==> src/rtl/dot_issue_arbiter.sv <==
// Round-robin issue arbiter for one shared, fully pipelined dot-product unit.
// An ID tag travels alongside each issued op so its result can be steered back
// to the requester that issued it; a tag/result disagreement sets a sticky error.
module dot_issue_arbiter #(
  parameter int NUM_REQ     = 4,
  parameter int N           = 3,
  parameter int A_WIDTH     = 25,
  parameter int B_WIDTH     = 18,
  parameter int P_WIDTH     = 32,
  parameter int DOT_LATENCY = 4
) (
  input  logic                         clk_in,
  input  logic                         rst_n_in,
  input  logic                         enable_in,
  input  logic [NUM_REQ-1:0]           req_valid_in,
  input  logic [NUM_REQ*N*A_WIDTH-1:0] req_a_in,
  input  logic [NUM_REQ*N*B_WIDTH-1:0] req_b_in,
  output logic [NUM_REQ-1:0]           req_ready_out,
  output logic                         dot_valid_out,
  output logic [N*A_WIDTH-1:0]         dot_a_out,
  output logic [N*B_WIDTH-1:0]         dot_b_out,
  input  logic                         dot_valid_in,
  input  logic [P_WIDTH-1:0]           dot_p_in,
  output logic [NUM_REQ-1:0]           resp_valid_out,
  output logic [P_WIDTH-1:0]           resp_p_out,
  output logic                         busy_out,
  output logic                         protocol_err_out
);

  localparam int ID_W = $clog2(NUM_REQ);
  localparam int AV_W = N * A_WIDTH;
  localparam int BV_W = N * B_WIDTH;

  logic [ID_W-1:0]        r_ptr;
  logic                   r_dot_valid;
  logic [ID_W-1:0]        r_dot_id;
  logic [AV_W-1:0]        r_dot_a;
  logic [BV_W-1:0]        r_dot_b;
  logic [DOT_LATENCY-1:0] r_tag_v;
  logic [ID_W-1:0]        r_tag_id [DOT_LATENCY];
  logic [NUM_REQ-1:0]     r_resp_valid;
  logic [P_WIDTH-1:0]     r_resp_p;
  logic                   r_err;

  logic                   w_en;
  logic [NUM_REQ-1:0]     w_hi;
  logic [NUM_REQ-1:0]     w_lo;
  logic [ID_W-1:0]        w_sel_hi;
  logic [ID_W-1:0]        w_sel_lo;
  logic                   w_hs;
  logic [ID_W-1:0]        w_gnt_id;
  logic [NUM_REQ-1:0]     w_grant;
  logic [ID_W-1:0]        w_ptr_nxt;
  logic [AV_W-1:0]        w_a;
  logic [BV_W-1:0]        w_b;
  logic                   w_last_v;
  logic [ID_W-1:0]        w_last_id;

  // Ready is gated by reset as well so every output reads 0 while held in reset.
  assign w_en = enable_in & rst_n_in;

  // Round-robin pick: valid requesters at/above ptr win first, else wrap to the lowest below ptr.
  always_comb begin
    w_hi     = '0;
    w_lo     = '0;
    w_sel_hi = '0;
    w_sel_lo = '0;
    for (int i = 0; i < NUM_REQ; i++) begin
      if (w_en && req_valid_in[i]) begin
        if (ID_W'(i) >= r_ptr) w_hi[i] = 1'b1;
        else                   w_lo[i] = 1'b1;
      end
    end
    for (int i = NUM_REQ - 1; i >= 0; i--) begin
      if (w_hi[i]) w_sel_hi = ID_W'(i);
      if (w_lo[i]) w_sel_lo = ID_W'(i);
    end
    w_hs     = (|w_hi) | (|w_lo);
    w_gnt_id = (|w_hi) ? w_sel_hi : w_sel_lo;
  end

  // One-hot grant and the pointer value that follows it.
  always_comb begin
    w_grant   = w_hs ? (NUM_REQ'(1) << w_gnt_id) : '0;
    w_ptr_nxt = (w_gnt_id == ID_W'(NUM_REQ - 1)) ? '0 : w_gnt_id + ID_W'(1);
  end

  // Operand mux driven by the one-hot grant.
  always_comb begin
    w_a = '0;
    w_b = '0;
    for (int i = 0; i < NUM_REQ; i++) begin
      if (w_grant[i]) begin
        w_a = req_a_in[i*AV_W +: AV_W];
        w_b = req_b_in[i*BV_W +: BV_W];
      end
    end
  end

  // Pointer advances past the winner; holds when nothing is granted.
  always_ff @(posedge clk_in or negedge rst_n_in) begin
    if (!rst_n_in)  r_ptr <= '0;
    else if (w_hs)  r_ptr <= w_ptr_nxt;
  end

  // Issue register: strobe every cycle, operands and ID only reload on a handshake.
  always_ff @(posedge clk_in or negedge rst_n_in) begin
    if (!rst_n_in) begin
      r_dot_valid <= 1'b0;
      r_dot_id    <= '0;
      r_dot_a     <= '0;
      r_dot_b     <= '0;
    end else begin
      r_dot_valid <= w_hs;
      if (w_hs) begin
        r_dot_id <= w_gnt_id;
        r_dot_a  <= w_a;
        r_dot_b  <= w_b;
      end
    end
  end

  // Tag pipe fed from the issue register so the last stage lines up with the unit's result.
  always_ff @(posedge clk_in or negedge rst_n_in) begin
    if (!rst_n_in) begin
      r_tag_v <= '0;
      for (int k = 0; k < DOT_LATENCY; k++) r_tag_id[k] <= '0;
    end else begin
      r_tag_v[0]  <= r_dot_valid;
      r_tag_id[0] <= r_dot_id;
      for (int k = 1; k < DOT_LATENCY; k++) begin
        r_tag_v[k]  <= r_tag_v[k-1];
        r_tag_id[k] <= r_tag_id[k-1];
      end
    end
  end

  assign w_last_v  = r_tag_v[DOT_LATENCY-1];
  assign w_last_id = r_tag_id[DOT_LATENCY-1];

  // Return path: only a matched tag+result produces a response; orphans are dropped.
  always_ff @(posedge clk_in or negedge rst_n_in) begin
    if (!rst_n_in) begin
      r_resp_valid <= '0;
      r_resp_p     <= '0;
    end else if (w_last_v && dot_valid_in) begin
      r_resp_valid <= NUM_REQ'(1) << w_last_id;
      r_resp_p     <= dot_p_in;
    end else begin
      r_resp_valid <= '0;
    end
  end

  // Sticky mismatch flag, cleared only by reset.
  always_ff @(posedge clk_in or negedge rst_n_in) begin
    if (!rst_n_in)                     r_err <= 1'b0;
    else if (w_last_v ^ dot_valid_in)  r_err <= 1'b1;
  end

  assign req_ready_out    = w_grant;
  assign dot_valid_out    = r_dot_valid;
  assign dot_a_out        = r_dot_a;
  assign dot_b_out        = r_dot_b;
  assign resp_valid_out   = r_resp_valid;
  assign resp_p_out       = r_resp_p;
  assign busy_out         = r_dot_valid | (|r_tag_v);
  assign protocol_err_out = r_err;

endmodule
==> config.mk <==
export PLATFORM = sky130hd
export DESIGN_NAME = dot_issue_arbiter
export DESIGN_NICKNAME = d
export VERILOG_FILES = /design/src/rtl/dot_issue_arbiter.sv
export SDC_FILE = /design/constraint.sdc
export NUM_CORES = 1
export LEC_CHECK = 0
export BUFFER_PORTS_ARGS = -buffer_cell sky130_fd_sc_hd__buf_2
export CAP_MARGIN = 20
export CORE_AREA = 3 3 280 282
export CTS_BUF_LIST = sky130_fd_sc_hd__clkbuf_16
export DETAILED_ROUTE_END_ITERATION = 7
export DIE_AREA = 0 0 283 285
export PLACE_DENSITY = 0.43
export SYNTH_ARGS = -nofsm -noshare
export SYNTH_HDL_FRONTEND = slang
export SYNTH_SLANG_ARGS = --single-unit
==> constraint.sdc <==
create_clock -name clk_in -period 6.4 [get_ports clk_in]
set_input_delay 0.32 -clock clk_in [delete_from_list [all_inputs] [get_ports clk_in]]
set_output_delay 0.32 -clock clk_in [all_outputs]
set_load 0.1 [all_outputs]
## Word level (Yosys, flattened, before mapping)

Index checks and enable logic that the tools add are counted.

- Bitwise operators: 4
- Add/subtract/negate cells: 1
- Reduce and logical (&&, ||, !) cells: 8
- Mux-type cells: 36
- Shift-type cells: 2
- Order comparisons: 4
- Eq/ne operators: 1

Operators with widths:

| cell | count |
|---|---|
| $mux 75 | 4 |
| $mux 54 | 4 |
| $mux 2 | 10 |
| $mux 1 | 16 |
| $reduce_or 4->1 | 3 |
| $mux 4 | 2 |
| $shl 1x2->4 const A | 2 |
| $logic_and 1x1->1 | 5 |
| $ge 1x2->1 const A | 2 |
| $ge 2x2->1 const A | 2 |
| $add 2x1->2 const B | 1 |
| $eq 2x2->1 const B | 1 |
| $or 1x1->1 | 2 |
| $and 1x1->1 | 1 |
| $xor 1x1->1 | 1 |

- Register bits: 183
- Input bits: 556
- Logic and storage cells: 69

## Logic depth before layout (Yosys ltp)

Gate-level depths: netlist (run 1).

- Depth in word-level cells: 14
- Gate-level depth with buffers: 16

## Least setup slack after synthesis (run 1)

No wires, ideal clock.

- Path kind: reg2out
- Start: reg r_ptr[1]
- End: out req_ready_out[3]
- Data arrival time: 3,294 ps
- Slack: 2,786 ps
- Cell stages (with the launch flop): 13
- Path through: dfrtp_1 > buf_2 > nand2b_1 > a21o_1 > a31oi_1 > buf_2 > buf_2 > buf_1 > ha_1 > clkbuf_1 > clkbuf_1 > clkbuf_1 > and2_1

- Cells in the longest elaborated chain, start to end: 10
- Elaborated cells on any way between the ends: 34
- Classes of those cells: order compare: 4; shift: 1; mux: 26; bitwise: 1; reduce/logical: 2

RTL lines:

| what | RTL line | RTL |
|---|---|---|
| from (decl) | 34 | `logic [ID_W-1:0] r_ptr;` |
| from (signal assigned) | 103 | `else if (w_hs) r_ptr <= w_ptr_nxt;` |
| $ge 2x2->1 | 70 | `if (ID_W'(i) >= r_ptr) w_hi[i] = 1'b1;` |
| $mux 1 | 70 |  |
| $mux 1 | 69 | `if (w_en && req_valid_in[i]) begin` |
| $mux 2, on equally long branches (4 in a row) | 76, 75 |  |
| $mux 2 * | 79 | `w_gnt_id = (\|w_hi) ? w_sel_hi : w_sel_lo;` |
| via w_gnt_id[0] | 51 | `logic [ID_W-1:0] w_gnt_id;` |
| $shl 1x2->4 * | 84 | `w_grant = w_hs ? (NUM_REQ'(1) << w_gnt_id) : '0;` |
| $mux 4 * | 84 |  |
| to (decl) | 18 | `output logic [NUM_REQ-1:0] req_ready_out,` |

Mark *: on every way through the listed nets, which the timed path passes. The rest lies on a longest branch.

## Worst setup path after layout (run 1)

- Start: in rst_n_in
- End: out req_ready_out[3]

- Cells in the longest elaborated chain, start to end: 10
- Elaborated cells on any way between the ends: 27
- Classes of those cells: shift: 1; mux: 18; bitwise: 2; reduce/logical: 6

RTL lines:

| what | RTL line | RTL |
|---|---|---|
| from (decl) | 13 | `input logic rst_n_in,` |
| $and 1x1->1 * | 60 | `assign w_en = enable_in & rst_n_in;` |
| $logic_and 1x1->1 | 69 |  |
| $mux 1 | 69 |  |
| $mux 2, on equally long branches (4 in a row) | 76, 75 |  |
| $mux 2 | 79 |  |
| $shl 1x2->4 | 84 |  |
| $mux 4 * | 84 |  |

Every way passes the cells marked *; elsewhere a longest branch is shown, timed or not.

==> results of run 1 <==
==> layout make-up <==
cell class                 count  area, um^2  area share, %
clock buffer                  17       425.4          2.272
timing repair buffer         755        3935          21.01
multi-input combinational   1372        8204          43.81
tap                         1030        1289          6.882
clock inverter                15       224.0          1.196
antenna                       16       40.04         0.2138
inverter                       6       30.03         0.1604
sequential                   183        4579          24.45
==> power by group through the flow <==
stage | Combinational, mW | Clock [mW] | Sequential, mW
after floorplan | 0.661 | 0 | 2.53
after global placement | 2.41 | 0 | 1.45
after detailed placement | 2.43 | 0 | 1.45
after CTS | 2.44 | 1.32 | 1.43
after global routing | 2.55 | 1.35 | 1.45
final | 2.42 | 1.25 | 1.43
==> flip-flops by register name, summed over array words and instances (netlist names) <==
name              cells
dot_valid_out         1
r_dot_id              2
dot_b_out            54
r_tag_v               4
r_tag_id              6
dot_a_out            75
w_last_id             2
r_ptr                 2
resp_valid_out        4
protocol_err_out      1
resp_p_out           32
==> worst max-delay path: stages <==
cell and delay [ns]:
dlygate4sd3_1 0.55, clkbuf_8 0.40, and2_1 0.33, o221ai_1 0.21
a31oi_4 0.19, buf_4 0.49, ha_4 0.73, buf_12 0.40
and2_1 0.20, buf_2 0.42
==> per-layer routing <==
| metal | GRT usage [%] | routed length, um | up-vias |
|---|---|---|---|
| li1 | - | - | 7716 |
| met5 | 0 | 105 | - |
| met4 | 6.601 | 2073 | 18 |
| met3 | 4.628 | 6410 | 135 |
| met1 | 23.44 | 32490 | 8555 |
| met2 | 32.22 | 39450 | 1001 |
==> how the worst max path moves through the flow <==
| stage | end | slack, ns | depth (start not counted) |
|---|---|---|---|
| final | req_ready_out[3] | 1.68 | 10 |
| after global placement | dot_a_out[35] | 1.87 | 10 |
| after global routing | req_ready_out[3] | 1.45 | 10 |
| after detailed placement | dot_a_out[35] | 1.93 | 10 |
| after CTS | req_ready_out[3] | 1.57 | 10 |
| after floorplan | req_ready_out[3] | 2.79 | 12 |
==> synthesized netlist by cell type <==
library cell    n  area, um^2
buf_1          10       37.54
inv_1           5       18.77
a2111oi_0      63       551.8
nor3b_1         1       7.510
a211oi_1       80       600.6
and2_1         83       519.3
a21o_1          1       7.510
and3_1        131       819.5
o211a_1         1       10.01
nand3_1         1       5.000
o31ai_1        49       367.9
buf_4           8       60.06
a21oi_1       308        1541
inv_2           1       3.750
o2111a_1       49       551.8
o221ai_1        1       8.760
buf_6           4       45.04
or2_2           1       6.260
mux2i_1         1       10.01
o21bai_1        1       7.510
buf_2          31       155.2
nand2_1       189       709.4
and3b_1         1       8.760
a2111oi_2      16       240.2
a21oi_4         1       16.27
a31oi_1         1       6.260
a2111oi_1       2       20.02
dfrtp_1       183        4579
clkbuf_1      147       551.8
nor2_1         89       334.1
ha_1            3       37.54
nand2b_1        4       25.02
o21a_1          1       7.510
nor4_2          1       12.51
o21ai_0       207        1036
nor3_1         50       250.2
or3b_1          1       8.760
o21ai_1         3       15.01
mux2_2         32       360.4
==> cells by family (layout without fill, tap and decap cells) <==
group                    Yosys count  count (layout)  share of synthesized area, %
adder cells (fa/ha/maj)            3               3                        0.2770
flip-flops                       183             183                         33.79
other                              0              16                             0
AND/OR/NAND/NOR                  552             552                         19.97
multiplexers                      33              33                         2.732
buffers and inverters            206             793                         6.434
AO/OA/AOI/OAI                    784             784                         36.80
==> through the flow <==
step	instance area (um^2)	hold slack, ns	utilization (%)
CTS	18690	0.0008108	24.60
floorplan	13550	0.02441	-
global route	18710	0.01223	24.64
global placement	18010	0.3073	23.71
detailed placement	18030	0.3063	23.74
finish	18730	0.05726	24.66
==> repair_timing <==
item                       4_1_cts  5_1_grt
hold endpoints to repair        34        0
setup endpoints to repair        0        0
buffers inserted                 0        0
hold buffers                     1        0
==> placed cells by master, fill, tap and decap left out, types with 6 or more instances in the layout <==
master,n
buf_4,21
o21ai_0,207
buf_12,6
a21oi_1,308
dfrtp_1,183
mux2_2,32
o2111a_1,49
and3_1,130
a2111oi_2,16
nor2_1,87
clkbuf_16,17
and2_1,83
diode_2,16
a2111oi_0,63
buf_2,726
nand2_1,188
nor3_1,50
a211oi_1,80
o31ai_1,49
==> summary.txt, run 1 <==
GRT
  • Largest net degree at the start of global routing: between 150 and 200
  • Wire length of the first global-routing pass: between 100000 and 150000 um
  • Initial antenna violation count: 28
  • Number of global-route vias before repair: ~18000
  • GRT Util Overall: 18.99%
  • Remaining Overflow, GRT: 0

Final layout
  • Share of cells above drive strength 1: around 36%
  • Nets: around 2900
  • Post-Layout Cell Count: approximately 3400
  • FILL cells: ~8500
  • Area Overhead vs Synth: 38.16%

Flow run
  • Max-Cap Viols: 0

Logic synthesis
  • Syn nets: around 2300
  • Synth warn: 0
  • Synth Register Bits: 183
  • Mean post-synth cell area: roughly 7.7 um^2
  • Yosys cell types: 39
  • Post-synthesis sequential area ratio: about a third
  • Post-synthesis cell area: 13550 um^2
  • Synth Instances: 1761

Power and ir drop
  • Leak pwr: approximately 8.8 nW
  • Pwr Density: roughly 270 nW/um^2
  • Clk network pwr share: 24.5%
  • Power Total: between 5 and 6 mW
  • Switching pwr: between 2 and 3 mW
  • Internal: approximately 2.4 mW
  • Sw Ratio: 51.98%
  • Seq pwr share: between 20% and 30%
  • Max IR drop VDD: approximately 200 uV
  • Comb pwr share: between 40% and 50%

Floorplanning
  • CORE AREA: ~76000 um^2
  • Cell Rows: roughly 100
  • Die area: 80660 um^2
  • Die H: 285 um
  • IO Count: approximately 730
  • Chip width: about 280 um
  • Initial core utilization: roughly 18%

Detailed routing
  • Via/cell ratio: 5.134
  • First-pass DRT Iterations: 5
  • DRC viols: 0
  • WL/cell: roughly 24 um
  • Drt first-iter violations: between 1000 and 1500
  • Antenna Violating Nets Remaining: 0
  • Via count: between 15000 and 20000
  • Routed WL: approximately 80000 um

Worst setup path
  • Crit path kind: in -> out
  • RR Endpoint: dot_b_out[5]
  • Worst EP arrival: around 4.4 ns
  • Crit. Startpoint: rst_n_in
  • CP Max Fanout: about 80
  • Critical Path RT: approximately 6 ns
  • Worst-case reg-to-reg path depth: 9
  • Reg-to-reg setup timing slack: a little over 2 ns
  • Crit start category: primary input
  • Setup crit end kind: output port
  • R2r startpoint: r_ptr[1]

Placement
  • HPWL Detailed: between 50000 and 60000 um
  • Buffers on Ports: 727
  • RD Place Congestion: 0.8683
  • Place WS: roughly 1.9 ns
  • Number of instances in the placed design: about 3300

Worst hold path
  • Min-Delay Endpoint: resp_p_out[6]
  • Hold path startpoint: dot_p_in[6]
  • HP Class: in -> reg
  • Worst hold path depth: 2

Clocking
  • Clk root buf: clkbuf_16
  • Post-CTS sizing: 0
  • CTS buffer count: 17
  • Clk buf depth: 2
  • TritonCTS clock tree: built
  • Worst skew pair latency: between 0.4 and 0.5 ns
  • Clock H-tree levels: 4
  • Reg clk slew, reported paths: roughly 0.090 ns
  • CTS Sinks: around 180

STA
  • Final worst slack: between 1.5 and 2 ns
  • Count of final setup violators: 0
  • Slew Viols, Final: 0
  • Fin crit share: between 70% and 80%
  • TNS Setup: 0 ns
  • Final Hold Fails: 0
  • RSZ-0062 raised after global routing: false
  • Tmin final: 4.715 ns
  • Slew HR: between 20% and 30%
  • Achievable Freq: around 210 MHz
  • Clock skew: 0.01434 ns
  • Worst slew pin tran: around 1.1 ns

Status
  • Outcome: finished clean
Note: power is estimated with default switching activity, not from simulation.
==> run 2, diff against run 1 <==
--- a/config.mk
+++ b/config.mk
@@ -5,12 +5,13 @@
 export SDC_FILE = /design/constraint.sdc
 export NUM_CORES = 1
 export LEC_CHECK = 0
+export ABC_AREA = 1
 export BUFFER_PORTS_ARGS = -buffer_cell sky130_fd_sc_hd__buf_2
 export CAP_MARGIN = 20
-export CORE_AREA = 3 3 280 282
+export CORE_AREA = 3 3 282 284
 export CTS_BUF_LIST = sky130_fd_sc_hd__clkbuf_16
 export DETAILED_ROUTE_END_ITERATION = 7
-export DIE_AREA = 0 0 283 285
+export DIE_AREA = 0 0 285 287
 export PLACE_DENSITY = 0.43
 export SYNTH_ARGS = -nofsm -noshare
 export SYNTH_HDL_FRONTEND = slang
==> constraint.sdc (replaced) <==
create_clock -name clk_in -period 4 [get_ports clk_in]
set_input_delay 0.2 -clock clk_in [delete_from_list [all_inputs] [get_ports clk_in]]
set_output_delay 0.2 -clock clk_in [all_outputs]
set_load 0.1 [all_outputs]
==> summary.txt, run 2 <==
Status
  • Outcome: finished clean

Clocking
  • CTS buffer count: 17 (unchanged)
  • Post-CTS sizing: 0 (unchanged)
  • Hold_buf cts: 218 (+217)
  • Clk root buf: clkbuf_16
  • Clock H-tree levels: 4 (unchanged)
  • Post-CTS Setup Bufs: 0 (unchanged)
  • Clk buf depth: 2 (unchanged)
  • Reg clk slew, reported paths: 0.08 ns (about the same)
  • TritonCTS clock tree: built
  • CTS Sinks: 183 (unchanged)
  • Worst skew pair latency: 0.49 ns (about the same)

Logic synthesis
  • Prevailing post-synth register cell: dfrtp_1
  • Area leader, netlist: dfrtp_1
  • Post-synthesis cell area: 12940 um^2 (-4.5%)
  • Yosys cell types: 22 (-44%)
  • Synth Register Bits: 183 (unchanged)
  • Synth top area share: 35.38% (+1.6 points)
  • Fraction of registers with async set/reset: 100.0% (unchanged)
  • Synth warn: 0 (unchanged)
  • Synth Instances: 2114 (+20%)
  • Number of synthesized flops with an enable pin: 0 (unchanged)
  • Main area contributors after synthesis: dfrtp_1, nand2_1, nand3_1, inv_1, nand4_1
  • Post-synthesis sequential area ratio: 35.38% (+1.6 points)
  • Synth top cells by count: nand2_1, nand3_1, inv_1, dfrtp_1, nand4_1
  • Mean post-synth cell area: 6.123 um^2 (-20%)
  • Top-count cell post-synth: nand2_1
  • Syn nets: 2673 (+15%)

Final layout
  • Area Overhead vs Synth: 58.89%
  • Commonest cells after routing, fill and taps aside: nand2_1, buf_2, nand3_1, inv_1, dlygate4sd3_1
  • Nets: 3507 (+21%)
  • FILL cells: 8880 (+4.0%)
  • Post-layout util: 26.60% (+1.9 points)
  • Most common cell after layout, fill and taps aside: nand2_1
  • Design area: 20570 um^2 (+9.8%)
  • Max reg flops: 75 (unchanged)
  • Post-Layout Cell Count: 4013 (+18%)
  • Share of cells above drive strength 1: 29.08% (-7.1 points)

Power and ir drop
  • Comb pwr share: 70.0% (+22 points)
  • Max IR drop VDD: 531.6 uV (+170%)
  • Switching pwr: 11.12 mW (+320%)
  • Clk network pwr share: 11.1% (-13 points)
  • Leak pwr: 11.47 nW (+31%)
  • Internal: 6.118 mW (+150%)
  • Sw Ratio: 64.51% (+13 points)
  • Pwr Density: 838.2 nW/um^2 (+210%)
  • Seq pwr share: 18.9% (-9.1 points)

Placement
  • Number of instances in the placed design: 3751 (+12%)
  • DP Area: 17730 um^2 (-1.6%)
  • RD Place Congestion: 0.8992 (+3.6%)
  • Buffers on Ports: 727 (unchanged)
  • HPWL Detailed: 54640 um (+2.5%)

STA
  • Slew HR: 42.86% (+17 points)
  • Worst slew pin tran: 0.8570 ns (-0.2577 ns)
  • Tmin final: ~3.7 ns
  • Clock skew: 0.01582 ns (+0.001476 ns)
  • Final Hold Fails: 0 (unchanged)
  • Count of final setup violators: 0 (unchanged)
  • Slew Viols, Final: 0 (unchanged)
  • Achievable Freq: around 270 MHz
  • Fin crit share: a little over 90%
  • TNS Setup: 0 ns (unchanged)
  • RSZ-0062 raised after global routing: false
  • Worst hold margin: 0.05537 ns (-0.001889 ns)

Worst setup path
  • Worst-case reg-to-reg path depth: 13 (+4)
  • Worst EP arrival: 4.09 ns (-0.31 ns)
  • Crit start category: primary input
  • R2r startpoint: r_ptr[1]
  • CP Max Fanout: 76 (-3.8%)
  • RR Endpoint: dot_a_out[11]
  • Crit path kind: in -> reg
  • Reg-to-reg setup timing slack: 0.32 ns (-1.72 ns)
  • Crit. Startpoint: rst_n_in
  • Critical Path RT: 4.36 ns (-1.72 ns)
  • Setup crit end kind: flip-flop

Floorplanning
  • CORE AREA: 77340 um^2 (+1.8%)
  • IO Count: 728 (unchanged)
  • Cell Rows: 102 (+0.99%)
  • Chip width: 285 um (+0.71%)
  • Initial core utilization: 16.74% (-1.1 points)
  • Die H: 287 um (+0.70%)
  • Die area: 81800 um^2 (+1.4%)

GRT
  • Number of global-route vias before repair: 17440 (-4.0%)
  • GRT Util Overall: 17.92% (-1.1 points)
  • Largest net degree at the start of global routing: 131 (-27%)
  • Wire length of the first global-routing pass: 110400 um (-6.0%)
  • Initial antenna violation count: 32 (+14%)
  • Remaining Overflow, GRT: 0 (unchanged)

Detailed routing
  • DRC viols: 0 (unchanged)
  • Via count: 17130 (-1.7%)
  • Via/cell ratio: 4.269 (-17%)
  • Drt first-iter violations: 895 (-28%)
  • First-pass DRT Iterations: 5 (unchanged)
  • WL/cell: 18.85 um (-21%)
  • Antenna Violating Nets Remaining: 0 (unchanged)
  • Routed WL: 75630 um (-6.1%)

Flow run
  • Max-Cap Viols: 0 (unchanged)

Worst hold path
  • Hold path startpoint: req_b_in[152]
  • HP Class: in -> reg
  • Worst hold path depth: 5 (+3)
  • Min-Delay Endpoint: dot_b_out[44]
==> run 2: power groups by stage <==
stage                     clock network (mW)  registers [mW]  logic, mW
after floorplan                            0            9.19       2.80
after global placement                     0            3.29       11.5
after detailed placement                   0            3.29       11.5
after CTS                               2.02            3.27       12.2
after global routing                    2.07            3.36       12.8
final                                   1.91            3.27       12.1
==> run 2: cells by family (layout without fill, tap and decap cells) <==
| kind of cell | Yosys count | count (layout) | synth area share [%] |
|---|---|---|---|
| other | 0 | 12 | 0 |
| DFF | 183 | 183 | 35.38 |
| AOI/OAI and AO/OA | 85 | 85 | 3.344 |
| adders and majority gates | 3 | 3 | 0.2900 |
| and+or+nand+nor | 1402 | 1402 | 47.39 |
| buffers and inverters | 441 | 1288 | 13.60 |
==> run 2: how the worst max path moves through the flow <==
stage                       end  cells past startpoint  slack [ns]
3_3_place_gp      dot_b_out[52]                     12        0.84
3_5_place_dp      dot_a_out[24]                     13        0.82
5_1_grt           dot_b_out[39]                     15        0.04
4_1_cts           dot_a_out[11]                     15        0.25
6_report          dot_a_out[11]                     14        0.27
2_1_floorplan  req_ready_out[0]                     12        0.49
==> run 2: worst max-delay path, cell delays in order <==
cell and delay [ns]:
dlygate4sd3_1 0.55, clkbuf_8 0.20, nand3_1 0.13, nor2_1 0.25, nor2_2 0.13, a21oi_4 0.16, buf_4 0.56, nand2_8 0.52
buf_4 0.40, o21ai_0 0.17, inv_1 0.05, nand2_1 0.06, nand3_1 0.06, dlygate4sd3_1 0.58
==> run 2: per-stage QoR <==
stage               power, mW  setup WS (ns)
global route            18.23        0.03937
floorplan               11.98         0.4868
finish                  17.24         0.2673
CTS                     17.45         0.2467
detailed placement      14.81         0.8187
global placement        14.82         0.8398
==> run 2: routing by layer <==
layer	share of wire, %	global-route usage, %
met1	39	21.00
met2	50	31.74
met5	0.28	0
met4	2.5	5.502
met3	8.2	4.941
==> run 2: cell type report <==
type	instances	area (um^2)	area share [%]
timing repair buffer	980	6290	30.58
tap	1040	1301	6.326
antenna	12	30.03	0.1460
multi-input combinational	1490	6701	32.58
clock buffer	17	425.4	2.068
clock inverter	15	197.7	0.9611
sequential	183	4579	22.26
inverter	276	1044	5.073
